**config.mk**
```make
export PLATFORM = sky130hd
export DESIGN_NAME = dcache_block_requester_flat
export DESIGN_NICKNAME = d
export VERILOG_FILES = /design/src/rtl/dcache_block_requester_if.sv /design/src/rtl/dcache_block_requester.sv /design/src/flat_wrapper.sv
export SDC_FILE = /design/constraint.sdc
export NUM_CORES = 1
export LEC_CHECK = 0
export ABC_AREA = 1
export BUFFER_PORTS_ARGS = -buffer_cell sky130_fd_sc_hd__buf_2
export CORE_MARGIN = 5
export CORE_UTILIZATION = 56
export DETAILED_ROUTE_END_ITERATION = 16
export PLACE_DENSITY = 0.86
export SYNTH_ARGS = -nofsm -noshare
export SYNTH_HDL_FRONTEND = slang
export SYNTH_SLANG_ARGS = --single-unit
```
**constraint.sdc**
```tcl
create_clock -name clk -period 16.9 [get_ports clk]
set_input_delay 0 -clock clk [delete_from_list [all_inputs] [get_ports clk]]
set_output_delay 0 -clock clk [all_outputs]
set_load 0.02 [all_outputs]
```
**src/rtl/dcache_block_requester_if.sv**
```systemverilog
// dcache_block_requester_if: CPU request/response channels plus the cache array bus.
// master = requester/array environment, slave = the block requester controller.
`default_nettype none

interface dcache_block_requester_if #(
  parameter int ADDR_W = 11,
  parameter int DATA_W = 64
);
  logic                  req_valid;
  logic                  req_ready;
  logic                  req_write;
  logic [ADDR_W+2:0]     req_addr;
  logic [DATA_W-1:0]     req_wdata;
  logic [DATA_W/8-1:0]   req_wmask;
  logic                  resp_valid;
  logic                  resp_ready;
  logic [DATA_W-1:0]     resp_rdata;
  logic [ADDR_W-1:0]     dc_addr;
  logic [DATA_W-1:0]     dc_wdata1;
  logic [DATA_W-1:0]     dc_wdata2;
  logic                  dc_write;
  logic [DATA_W-1:0]     dc_rdata1;
  logic [DATA_W-1:0]     dc_rdata2;

  modport master (
    output req_valid, req_write, req_addr, req_wdata, req_wmask, resp_ready,
           dc_rdata1, dc_rdata2,
    input  req_ready, resp_valid, resp_rdata, dc_addr, dc_wdata1, dc_wdata2, dc_write
  );

  modport slave (
    input  req_valid, req_write, req_addr, req_wdata, req_wmask, resp_ready,
           dc_rdata1, dc_rdata2,
    output req_ready, resp_valid, resp_rdata, dc_addr, dc_wdata1, dc_wdata2, dc_write
  );
endinterface

`default_nettype wire

```
**src/rtl/dcache_block_requester.sv**
```systemverilog
// dcache_block_requester: single-word load/store front end for a two-word-block cache array;
// byte-masked stores are done as read-modify-write of the aligned block.  Rev 1.0
`default_nettype none

module dcache_block_requester #(
  parameter int ADDR_W = 11,
  parameter int DATA_W = 64
) (
  input  logic                      clk,
  input  logic                      reset,
  dcache_block_requester_if.slave   bus
);
  localparam int         c_NB    = DATA_W / 8;
  localparam logic [1:0] c_IDLE  = 2'd0;
  localparam logic [1:0] c_READ  = 2'd1;
  localparam logic [1:0] c_WRITE = 2'd2;
  localparam logic [1:0] c_RESP  = 2'd3;

  logic [1:0]        r_state;
  logic [1:0]        w_state_nxt;
  logic              r_write;
  logic              r_sel;
  logic [DATA_W-1:0] r_wdata;
  logic [c_NB-1:0]   r_wmask;
  logic [ADDR_W-1:0] r_dc_addr;
  logic              r_dc_write;
  logic              r_resp_valid;
  logic [DATA_W-1:0] r_resp_rdata;
  logic [DATA_W-1:0] r_dc_wdata1;
  logic [DATA_W-1:0] r_dc_wdata2;

  logic              w_accept;
  logic [ADDR_W-1:0] w_word;
  logic [2:0]        w_unused_addr_lsb;
  logic [c_NB-1:0]   w_eff_mask;
  logic [DATA_W-1:0] w_sel_word;
  logic [DATA_W-1:0] w_merged;
  logic              w_dc_write_nxt;
  logic              w_resp_valid_nxt;
  logic [DATA_W-1:0] w_resp_rdata_nxt;
  logic [DATA_W-1:0] w_dc_wdata1_nxt;
  logic [DATA_W-1:0] w_dc_wdata2_nxt;

  assign w_accept          = bus.req_valid && (r_state == c_IDLE);
  assign w_word            = bus.req_addr[ADDR_W+2:3];
  assign w_unused_addr_lsb = bus.req_addr[2:0];

  always_ff @(posedge clk or posedge reset) begin
    if (reset) r_state <= c_IDLE;
    else       r_state <= w_state_nxt;
  end

  always_comb begin
    w_state_nxt = r_state;
    case (r_state)
      c_IDLE:  if (bus.req_valid) w_state_nxt = c_READ;
      c_READ:  w_state_nxt = r_write ? c_WRITE : c_RESP;
      c_WRITE: w_state_nxt = c_RESP;
      c_RESP:  if (bus.resp_ready) w_state_nxt = c_IDLE;
      default: w_state_nxt = c_IDLE;
    endcase
  end

  // A load reuses the merge path with an all-zero mask, so the block buffer
  // always holds exactly what the array returned.
  always_comb begin
    w_eff_mask = r_write ? r_wmask : '0;
    w_sel_word = r_sel ? bus.dc_rdata2 : bus.dc_rdata1;
    w_merged   = w_sel_word;
    for (int i = 0; i < c_NB; i++) begin
      if (w_eff_mask[i]) w_merged[8*i +: 8] = r_wdata[8*i +: 8];
    end
  end

  always_comb begin
    w_dc_write_nxt   = r_dc_write;
    w_resp_valid_nxt = r_resp_valid;
    w_resp_rdata_nxt = r_resp_rdata;
    w_dc_wdata1_nxt  = r_dc_wdata1;
    w_dc_wdata2_nxt  = r_dc_wdata2;
    case (r_state)
      c_READ: begin
        w_dc_wdata1_nxt = r_sel ? bus.dc_rdata1 : w_merged;
        w_dc_wdata2_nxt = r_sel ? w_merged : bus.dc_rdata2;
        if (r_write) begin
          w_dc_write_nxt = 1'b1;
        end else begin
          w_resp_valid_nxt = 1'b1;
          w_resp_rdata_nxt = w_sel_word;
        end
      end
      c_WRITE: begin
        w_dc_write_nxt   = 1'b0;
        w_resp_valid_nxt = 1'b1;
        w_resp_rdata_nxt = '0;
      end
      c_RESP: if (bus.resp_ready) w_resp_valid_nxt = 1'b0;
      default: ;
    endcase
  end

  always_ff @(posedge clk or posedge reset) begin
    if (reset) begin
      r_write      <= 1'b0;
      r_sel        <= 1'b0;
      r_wdata      <= '0;
      r_wmask      <= '0;
      r_dc_addr    <= '0;
      r_dc_write   <= 1'b0;
      r_resp_valid <= 1'b0;
      r_resp_rdata <= '0;
      r_dc_wdata1  <= '0;
      r_dc_wdata2  <= '0;
    end else begin
      if (w_accept) begin
        r_write   <= bus.req_write;
        r_sel     <= w_word[0];
        r_wdata   <= bus.req_wdata;
        r_wmask   <= bus.req_wmask;
        r_dc_addr <= {w_word[ADDR_W-1:1], 1'b0};
      end
      r_dc_write   <= w_dc_write_nxt;
      r_resp_valid <= w_resp_valid_nxt;
      r_resp_rdata <= w_resp_rdata_nxt;
      r_dc_wdata1  <= w_dc_wdata1_nxt;
      r_dc_wdata2  <= w_dc_wdata2_nxt;
    end
  end

  assign bus.req_ready  = (r_state == c_IDLE);
  assign bus.resp_valid = r_resp_valid;
  assign bus.resp_rdata = r_resp_rdata;
  assign bus.dc_addr    = r_dc_addr;
  assign bus.dc_write   = r_dc_write;
  assign bus.dc_wdata1  = r_dc_wdata1;
  assign bus.dc_wdata2  = r_dc_wdata2;
endmodule

`default_nettype wire

```
**src/flat_wrapper.sv**
```systemverilog
// flat-port wrapper written by rule: the top's interface ports become plain ports
module dcache_block_requester_flat 
#(
  parameter int ADDR_W = 11,
  parameter int DATA_W = 64
)
  (clk, reset, bus_req_valid, bus_req_write, bus_req_addr, bus_req_wdata, bus_req_wmask, bus_resp_ready, bus_dc_rdata1, bus_dc_rdata2, bus_req_ready, bus_resp_valid, bus_resp_rdata, bus_dc_addr, bus_dc_wdata1, bus_dc_wdata2, bus_dc_write);
  dcache_block_requester_if #(.ADDR_W(ADDR_W), .DATA_W(DATA_W)) bus_i ();
  input  logic clk;
  input  logic reset;
  input wire logic [$bits(bus_i.req_valid)-1:0] bus_req_valid;
  input wire logic [$bits(bus_i.req_write)-1:0] bus_req_write;
  input wire logic [$bits(bus_i.req_addr)-1:0] bus_req_addr;
  input wire logic [$bits(bus_i.req_wdata)-1:0] bus_req_wdata;
  input wire logic [$bits(bus_i.req_wmask)-1:0] bus_req_wmask;
  input wire logic [$bits(bus_i.resp_ready)-1:0] bus_resp_ready;
  input wire logic [$bits(bus_i.dc_rdata1)-1:0] bus_dc_rdata1;
  input wire logic [$bits(bus_i.dc_rdata2)-1:0] bus_dc_rdata2;
  output wire logic [$bits(bus_i.req_ready)-1:0] bus_req_ready;
  output wire logic [$bits(bus_i.resp_valid)-1:0] bus_resp_valid;
  output wire logic [$bits(bus_i.resp_rdata)-1:0] bus_resp_rdata;
  output wire logic [$bits(bus_i.dc_addr)-1:0] bus_dc_addr;
  output wire logic [$bits(bus_i.dc_wdata1)-1:0] bus_dc_wdata1;
  output wire logic [$bits(bus_i.dc_wdata2)-1:0] bus_dc_wdata2;
  output wire logic [$bits(bus_i.dc_write)-1:0] bus_dc_write;
  assign bus_i.req_valid = bus_req_valid;
  assign bus_i.req_write = bus_req_write;
  assign bus_i.req_addr = bus_req_addr;
  assign bus_i.req_wdata = bus_req_wdata;
  assign bus_i.req_wmask = bus_req_wmask;
  assign bus_i.resp_ready = bus_resp_ready;
  assign bus_i.dc_rdata1 = bus_dc_rdata1;
  assign bus_i.dc_rdata2 = bus_dc_rdata2;
  assign bus_req_ready = bus_i.req_ready;
  assign bus_resp_valid = bus_i.resp_valid;
  assign bus_resp_rdata = bus_i.resp_rdata;
  assign bus_dc_addr = bus_i.dc_addr;
  assign bus_dc_wdata1 = bus_i.dc_wdata1;
  assign bus_dc_wdata2 = bus_i.dc_wdata2;
  assign bus_dc_write = bus_i.dc_write;
  dcache_block_requester #(.ADDR_W(ADDR_W), .DATA_W(DATA_W)) u_core (.clk(clk), .reset(reset), .bus(bus_i));
endmodule
```
==> results of run 1 <==
how the worst max path moves through the flow:
| stage | from | endpoint | cells after the start |
|---|---|---|---|
| finish | u_core.r_sel | u_core.bus.dc_wdata1[7] | 8 |
| detailed placement | u_core.r_sel | u_core.bus.dc_wdata2[60] | 7 |
| global route | u_core.r_sel | u_core.bus.dc_wdata1[8] | 8 |
| global placement | u_core.r_sel | u_core.bus.dc_wdata1[63] | 7 |
| floorplan | reset | u_core.bus.dc_addr[10] | 1 |
| CTS | u_core.r_sel | u_core.bus.dc_wdata1[63] | 8 |
cells by family after synthesis:
family                   share of synthesized area
AO/OA/AOI/OAI                              0.09631
adder cells (fa/ha/maj)                   0.003631
buffers and inverters                      0.07252
flip-flops                                  0.5083
multiplexers                               0.06780
other                                    0.0002720
AND/OR/NAND/NOR                             0.2512
worst reg2reg max path, cell delays in order, from the launching register on:
cell           delay, ns
dfrtp_4             0.63
inv_6               0.61
buf_4               0.93
nand2_1             0.34
nand3_1             0.18
nand3_1             0.10
nand2_1             0.11
dlygate4sd3_1       0.56
nand2_1             0.06
final cells by class:
class / instances / area (µm²) / share of cell area
timing repair buffer: 708 / 4957 / 0.2512
multi-input combinational: 1203 / 5791 / 0.2935
antenna: 3 / 7.507 / 0.0003805
sequential: 280 / 7010 / 0.3553
clock buffer: 40 / 849.6 / 0.04306
clock inverter: 14 / 145.1 / 0.007356
tap: 324 / 405.4 / 0.02055
inverter: 146 / 565.5 / 0.02866
state kept, by name, summed over array words and instances (netlist names):
signal,flops
u_core.bus.dc_wdata1,64
u_core.bus.dc_wdata2,64
u_core.bus.resp_rdata,64
u_core.r_wdata,64
u_core.bus.dc_addr,10
u_core.r_wmask,8
u_core.r_state,2
u_core.bus.dc_write,1
u_core.bus.resp_valid,1
u_core.r_sel,1
u_core.r_write,1
per-layer routing:
| layer | up-vias | wire [µm] | global-route usage |
|---|---|---|---|
| li1 | 6860 | - | - |
| met5 | - | 11 | 0 |
| met3 | 517 | 7175 | 0.1195 |
| met1 | 7502 | 18830 | 0.4601 |
| met4 | 2 | 5135 | 0.2889 |
| met2 | 1692 | 26740 | 0.6425 |
power by group:
part           internal (W)  switching (W)
Combinational      0.000677        0.00138
Clock              0.000396       0.000282
Sequential          0.00100       0.000234
cell usage in the layout, fill, tap and decap left out, drive strengths merged:
cell type / netlist / final
conb: 1 / 1
nor2: 5 / 5
o22ai: 1 / 1
nand3: 192 / 192
o21ai: 131 / 131
o21bai: 1 / 1
buf: 52 / 431
bufinv: 0 / 3
inv: 146 / 146
ha: 4 / 4
diode: 0 / 3
dlygate4sd3: 0 / 277
dfrtp: 280 / 280
o31ai: 1 / 1
mux2: 83 / 83
clkbuf: 48 / 40
a21oi: 130 / 130
clkinv: 0 / 11
nand2: 654 / 654
stage by stage:
stage / instance area, µm² / total power, W / utilization / setup slack (ns)
floorplan: 13780 / 0.002407 / - / 9.178
global placement: 15960 / 0.002897 / 0.6581 / 14.29
finish: 19730 / 0.003970 / 0.8137 / 13.26
detailed placement: 15960 / 0.002967 / 0.6581 / 14.20
CTS: 19720 / 0.003761 / 0.8134 / 13.65
global route: 19730 / 0.004157 / 0.8137 / 13.17
what timing repair did:
item | in CTS | in global routing
endpoints found under the hold margin | 421 | 0
hold buffers | 277 | 0
endpoints found under the setup margin | 0 | 0
==> qor.yml, run 1 <==
global_route:
  antenna_found_initial: 4
  grt_pass1_wl_mm: 90.74
  grt_pass1_vias: 17208
  grt_max_degree: 145
  grt-ovfl-total: 0
  track_usage: 0.4017
critical_path:
  path_cells: "inv_6 -> buf_4 -> nand2_1 -> nand3_1 -> nand3_1 -> nand2_1 -> dlygate4sd3_1 -> nand2_1"
  path_common_cell: "nand2_1"
  timing.rr.end: "u_core.bus.dc_wdata1[7]"
  rr_worst_depth: 8
  cp_slowest_cell: "buf_4"
  cp.required_ns: 17.34
  worstPathArrival_ns: 4.08
  crit_family: "buffers and inverters"
  reg2reg_slack_ns: 13.26
  critPathBufInv: 3
  worstReg2RegStart: "u_core.r_sel"
  crit_fanout: 113
  start_kind: "flip-flop"
  crit_type: "flip-flop to flip-flop"
  worstSetupEndpointType: "flip-flop"
  slowest_delay_ns: 0.78
routing:
  drt_iter0_drc: 2572
  num_vias: 16573
  wl_per_cell_um: 21.30
  wl_mm: 57.90
  drt_first_pass_iters: 7
  vias_per_cell: 6.097
  drc: 0
  ant_nets: 0
yosys:
  syn_area_per_cell_um2: 7.973
  synth_edf_count: 0
  yosys_warnings: 0
  ys_seq_elements: 280
  post-synth-top-count-cell: "nand2_1"
  synth_top_area_share: 0.5083
  synth_cell_types: 23
  synth_area_um2: 13780
  synth_area_leaders: "dfrtp_1 51%, nand2_1 18%, nand3_1 7.0%"
  synth_ff_type: "dfrtp_1"
  synth_seq_area_share: 0.5083
  synth_fp_nets: 1952
  synth_top_area_cell: "dfrtp_1"
  synth_common_cells: "645 x nand2_1, 280 x dfrtp_1, 192 x nand3_1, 144 x inv_1, 130 x a21oi_1"
  async_flop_share: 1.000
  synthCells: 1729
min_path:
  whs_endpoint: "u_core.r_wdata[38]"
  hold_class: "primary input to flip-flop"
  worstHoldPathCells: 3
  hold_start: "bus_req_wdata[38]"
clock_tree:
  cts_tree: "done"
  numCtsBuffers: 30
  path_clk_slew_ns: 0.07
  htree_levels: 1
  cts_setup_buffers: 0
  clockBufferDepth: 3
  clock_sinks: 280
  cts-root-buf: "clkbuf_16"
  clock_latency_ns: 0.56
  ctsResizeCount: 0
status:
  status: "finished clean"
timing:
  fin_setup_tns_ns: 0
  max_freq_mhz: 274.5
  finalCritPeriodShare: 0.2156
  max_slew_margin: 0.2057
  rsz0062_at_grt: "no"
  holdWs_ns: 0.2221
  finClkSkew_ns: 0.01638
  worstMarginPinSlew_ns: 1.191
  slew_violations: 0
  layout_min_cycle_time_ns: 3.643
  setup-violations-final: 0
  hold_viol_final: 0
place:
  gp_congestion: 0.8862
  io_buffers: 420
  place_inst: 2384
  dp_hpwl_mm: 29.02
cells_and_area:
  fillers: 1230
  instances_no_fill: 2718
  fin_nets: 2592
  area_delta_synth_final_pct: 43.14
  drive_gt1_frac: 0.2426
power:
  p_leak_nw: 10.65
  p_per_area_nw_per_um2: 201.2
  ir_drop_v: 0.0001260
die:
  io_pins: 425
  start_util: 0.5685
  row_count: 57
  die_x_um: 166.9
  dieHeight_um: 166.9
  core-area_um2: 24250
  die-area_um2: 27850
job:
  max-cap-violations: 0
(Power assumes the default switching activity.)
==> inputs of run 2 (changes only) <==
--- a/config.mk
+++ b/config.mk
@@ -8,9 +8,9 @@
 export ABC_AREA = 1
 export BUFFER_PORTS_ARGS = -buffer_cell sky130_fd_sc_hd__buf_2
 export CORE_MARGIN = 5
-export CORE_UTILIZATION = 56
+export CORE_UTILIZATION = 52
 export DETAILED_ROUTE_END_ITERATION = 16
-export PLACE_DENSITY = 0.86
+export PLACE_DENSITY = 0.81
 export SYNTH_ARGS = -nofsm -noshare
 export SYNTH_HDL_FRONTEND = slang
 export SYNTH_SLANG_ARGS = --single-unit
==> constraint.sdc (replaced) <==
create_clock -name clk -period 3.48 [get_ports clk]
set_input_delay 0 -clock clk [delete_from_list [all_inputs] [get_ports clk]]
set_output_delay 0 -clock clk [all_outputs]
set_load 0.02 [all_outputs]
==> run 2 against run 1 <==
Effect of this change:
- global-route usage fell by 5.5 points
- critical path depth did not move
- power rose to 4.8 times the previous value
- sequential share of layout area fell by 0.38 points
- routed wire length fell by 5.3%
- setup slack got worse by 13 ns
- largest power group unchanged
- cell count rose by 0.77%
- register-to-register slack got worse by 13 ns
==> qor.yml, run 2 (synthesis gave the netlist of run 1 again) <==
clock_tree:
  ctsResizeCount: 0  # unchanged
  path_clk_slew_ns: 0.06  # was 0.07 ns
  cts_tree: "done"  # unchanged
  clock_latency_ns: 0.56  # about the same
  cts_setup_buffers: 0  # unchanged
  cts_hold_buf: 276  # was 277
  htree_levels: 1  # unchanged
  cts-root-buf: "clkbuf_16"  # unchanged
  clock_sinks: 280  # unchanged
  clockBufferDepth: 3  # unchanged
  numCtsBuffers: 31  # was 30
critical_path:
  cp-endpoint: "u_core.bus.dc_wdata1[60]"  # was u_core.bus.dc_wdata1[7]
  start_kind: "flip-flop"  # unchanged
  path_common_cell: "nand2_1"  # unchanged
  crit_type: "flip-flop to flip-flop"  # unchanged
  cp.depth: 8  # unchanged
  slowest_delay_ns: 0.70  # was 0.78 ns
  crit_fanout: 256  # was 113
  reg2reg_slack_ns: 0.65  # was 13.26 ns
  rr_worst_depth: 8  # unchanged
  crit_family: "buffers and inverters"  # unchanged
  cp_slowest_cell: "buf_12"  # was buf_4
  critPathLaunch: "u_core.r_state[1]"  # was u_core.r_sel
  timing.rr.end: "u_core.bus.dc_wdata1[60]"  # was u_core.bus.dc_wdata1[7]
  worstReg2RegStart: "u_core.r_state[1]"  # was u_core.r_sel
  worstPathArrival_ns: 3.27  # was 4.08 ns
  path_cells: "inv_1 -> ha_1 -> inv_6 -> buf_12 -> a21oi_1 -> nand2_1 -> dlygate4sd3_1 -> nand2_1"  # was inv_6 -> buf_4 -> nand2_1 -> nand3_1 -> nand3_1 -> nand2_1 -> dlygate4sd3_1 -> nand2_1
  worstSetupEndpointType: "flip-flop"  # unchanged
  critPathBufInv: 4  # was 3
  cp.required_ns: 3.92  # was 17.34 ns
timing:
  setup-violations-final: 0  # unchanged
  max_freq_mhz: 353.8  # was 274.5 MHz
  worstMarginPinSlew_ns: 1.202  # was 1.191 ns
  layout_min_cycle_time_ns: 2.826  # was 3.643 ns
  hold_viol_final: 0  # unchanged
  rsz0062_at_grt: "no"  # unchanged
  finalCritPeriodShare: 0.8122  # was 0.2156
  max_slew_margin: 0.1987  # was 0.2057
  slew_violations: 0  # unchanged
  finClkSkew_ns: 0.01346  # was 0.01638 ns
power:
  p_per_area_nw_per_um2: 963.1  # was 201.2 nW/µm²
  power_frac_comb: 0.515  # was 0.518
  ir_drop_v: 0.001480  # was 0.0001260 V
  power_switching_w: 0.008888  # was 0.001894 W
  power_switching_share: 0.4628  # was 0.4770
  pwr-share-clk: 0.179  # was 0.171
  p_int_w: 0.01032  # was 0.002076 W
  p_seq_frac: 0.306  # was 0.312
  p_leak_nw: 10.74  # was 10.65 nW
global_route:
  antenna_found_initial: 7  # was 4
  grt_pass1_wl_mm: 85.62  # was 90.74 mm
  grt-ovfl-total: 0  # unchanged
  track_usage: 0.3471  # was 0.4017
  grt_pass1_vias: 16462  # was 17,208
  grt_max_degree: 257  # was 145
die:
  io_pins: 425  # unchanged
  row_count: 59  # was 57
  die-area_um2: 29870  # was 27,850 µm²
  core-area_um2: 26060  # was 24,250 µm²
  start_util: 0.5290  # was 0.5685
  die_x_um: 172.8  # was 166.9 µm
  dieHeight_um: 172.8  # was 166.9 µm
job:
  max-cap-violations: 0  # unchanged
cells_and_area:
  drive_gt1_frac: 0.2465  # was 0.2426
  register_area_um2: 7010  # unchanged
  final_util: 0.7653  # was 0.8137
  fin_nets: 2599  # was 2,592
  multiInputGateArea_um2: 5791  # unchanged
  mostFrequentLayoutCells: "644 x nand2_1, 420 x buf_2, 279 x dfrtp_1"  # unchanged
  final_common_cell: "nand2_1"  # unchanged
  fillers: 1553  # was 1,230
  area_delta_synth_final_pct: 44.68  # was 43.14%
  design_area_um2: 19940  # was 19,730 µm²
routing:
  wl_mm: 54.85  # was 57.90 mm
  wl_per_cell_um: 20.03  # was 21.30 µm
  vias_per_cell: 5.880  # was 6.097
  ant_nets: 0  # unchanged
  drc: 0  # unchanged
  drt_iter0_drc: 2082  # was 2,572
  num_vias: 16104  # was 16,573
  drt_first_pass_iters: 14  # was 7
place:
  dpl-instance-area_um2: 16110  # was 15,960 µm²
  dp_hpwl_mm: 29.23  # was 29.02 mm
  io_buffers: 420  # unchanged
  gp_congestion: 0.9085  # was 0.8862
status:
  status: "finished clean"  # unchanged
min_path:
  hold_class: "primary input to flip-flop"  # unchanged
## run 2: layout make-up
class	count	area share
Timing Repair Buffer	714	0.2551
Clock buffer	40	0.04411
Antenna cell	6	0.0007529
Multi-Input combinational cell	1203	0.2904
Sequential cell	280	0.3515
Tap cell	335	0.02102
Clock inverter	15	0.008972
Inverter	146	0.02817
## run 2: how the worst min path moves through the flow
| stage | start | endpoint | cells past startpoint |
|---|---|---|---|
| 6_report | bus_req_wdata[24] | u_core.r_wdata[24] | 3 |
| 2_1_floorplan | bus_req_wdata[10] | u_core.r_wdata[10] | 1 |
| 4_1_cts | bus_req_wdata[41] | u_core.r_wdata[41] | 3 |
| 3_5_place_dp | bus_req_wdata[39] | u_core.r_wdata[39] | 2 |
| 3_3_place_gp | bus_req_wdata[39] | u_core.r_wdata[39] | 2 |
| 5_1_grt | bus_req_wdata[21] | u_core.r_wdata[21] | 3 |
## run 2: per-layer routing
layer	routed length [µm]	GRT usage
met4	4243	0.2201
met5	7	0
met1	18260	0.3959
met2	26290	0.5823
met3	6044	0.08908
## run 2: metrics by stage
| step | total power (W) | hold WS (ns) | cells | worst slack (ns) | setup TNS, ns |
|---|---|---|---|---|---|
| after floorplan | 0.01169 | 0.1504 | 1729 | -0.2273 | -63.65 |
| after global placement | 0.01420 | 0.2318 | 2402 | 1.180 | 0 |
| after detailed placement | 0.01451 | 0.2356 | 2402 | 1.083 | 0 |
| after CTS | 0.01853 | 0.1889 | 2733 | 0.8854 | 0 |
| after global routing | 0.02020 | 0.2083 | 2739 | 0.5114 | 0 |
| final | 0.01921 | 0.2141 | 2739 | 0.6536 | 0 |
## run 2: power by group through the flow
stage | Sequential [W] | Clock, W | Combinational [W]
floorplan | 0.00699 | 0 | 0.00470
global route | 0.00600 | 0.00358 | 0.0106
global placement | 0.00572 | 0 | 0.00848
CTS | 0.00573 | 0.00345 | 0.00935
finish | 0.00587 | 0.00343 | 0.00990
detailed placement | 0.00576 | 0 | 0.00875
## run 2: tightest hold or removal path, stage by stage
cell and delay [ns]:
dlygate4sd3_1 0.51, buf_2 0.10, mux2_2 0.13
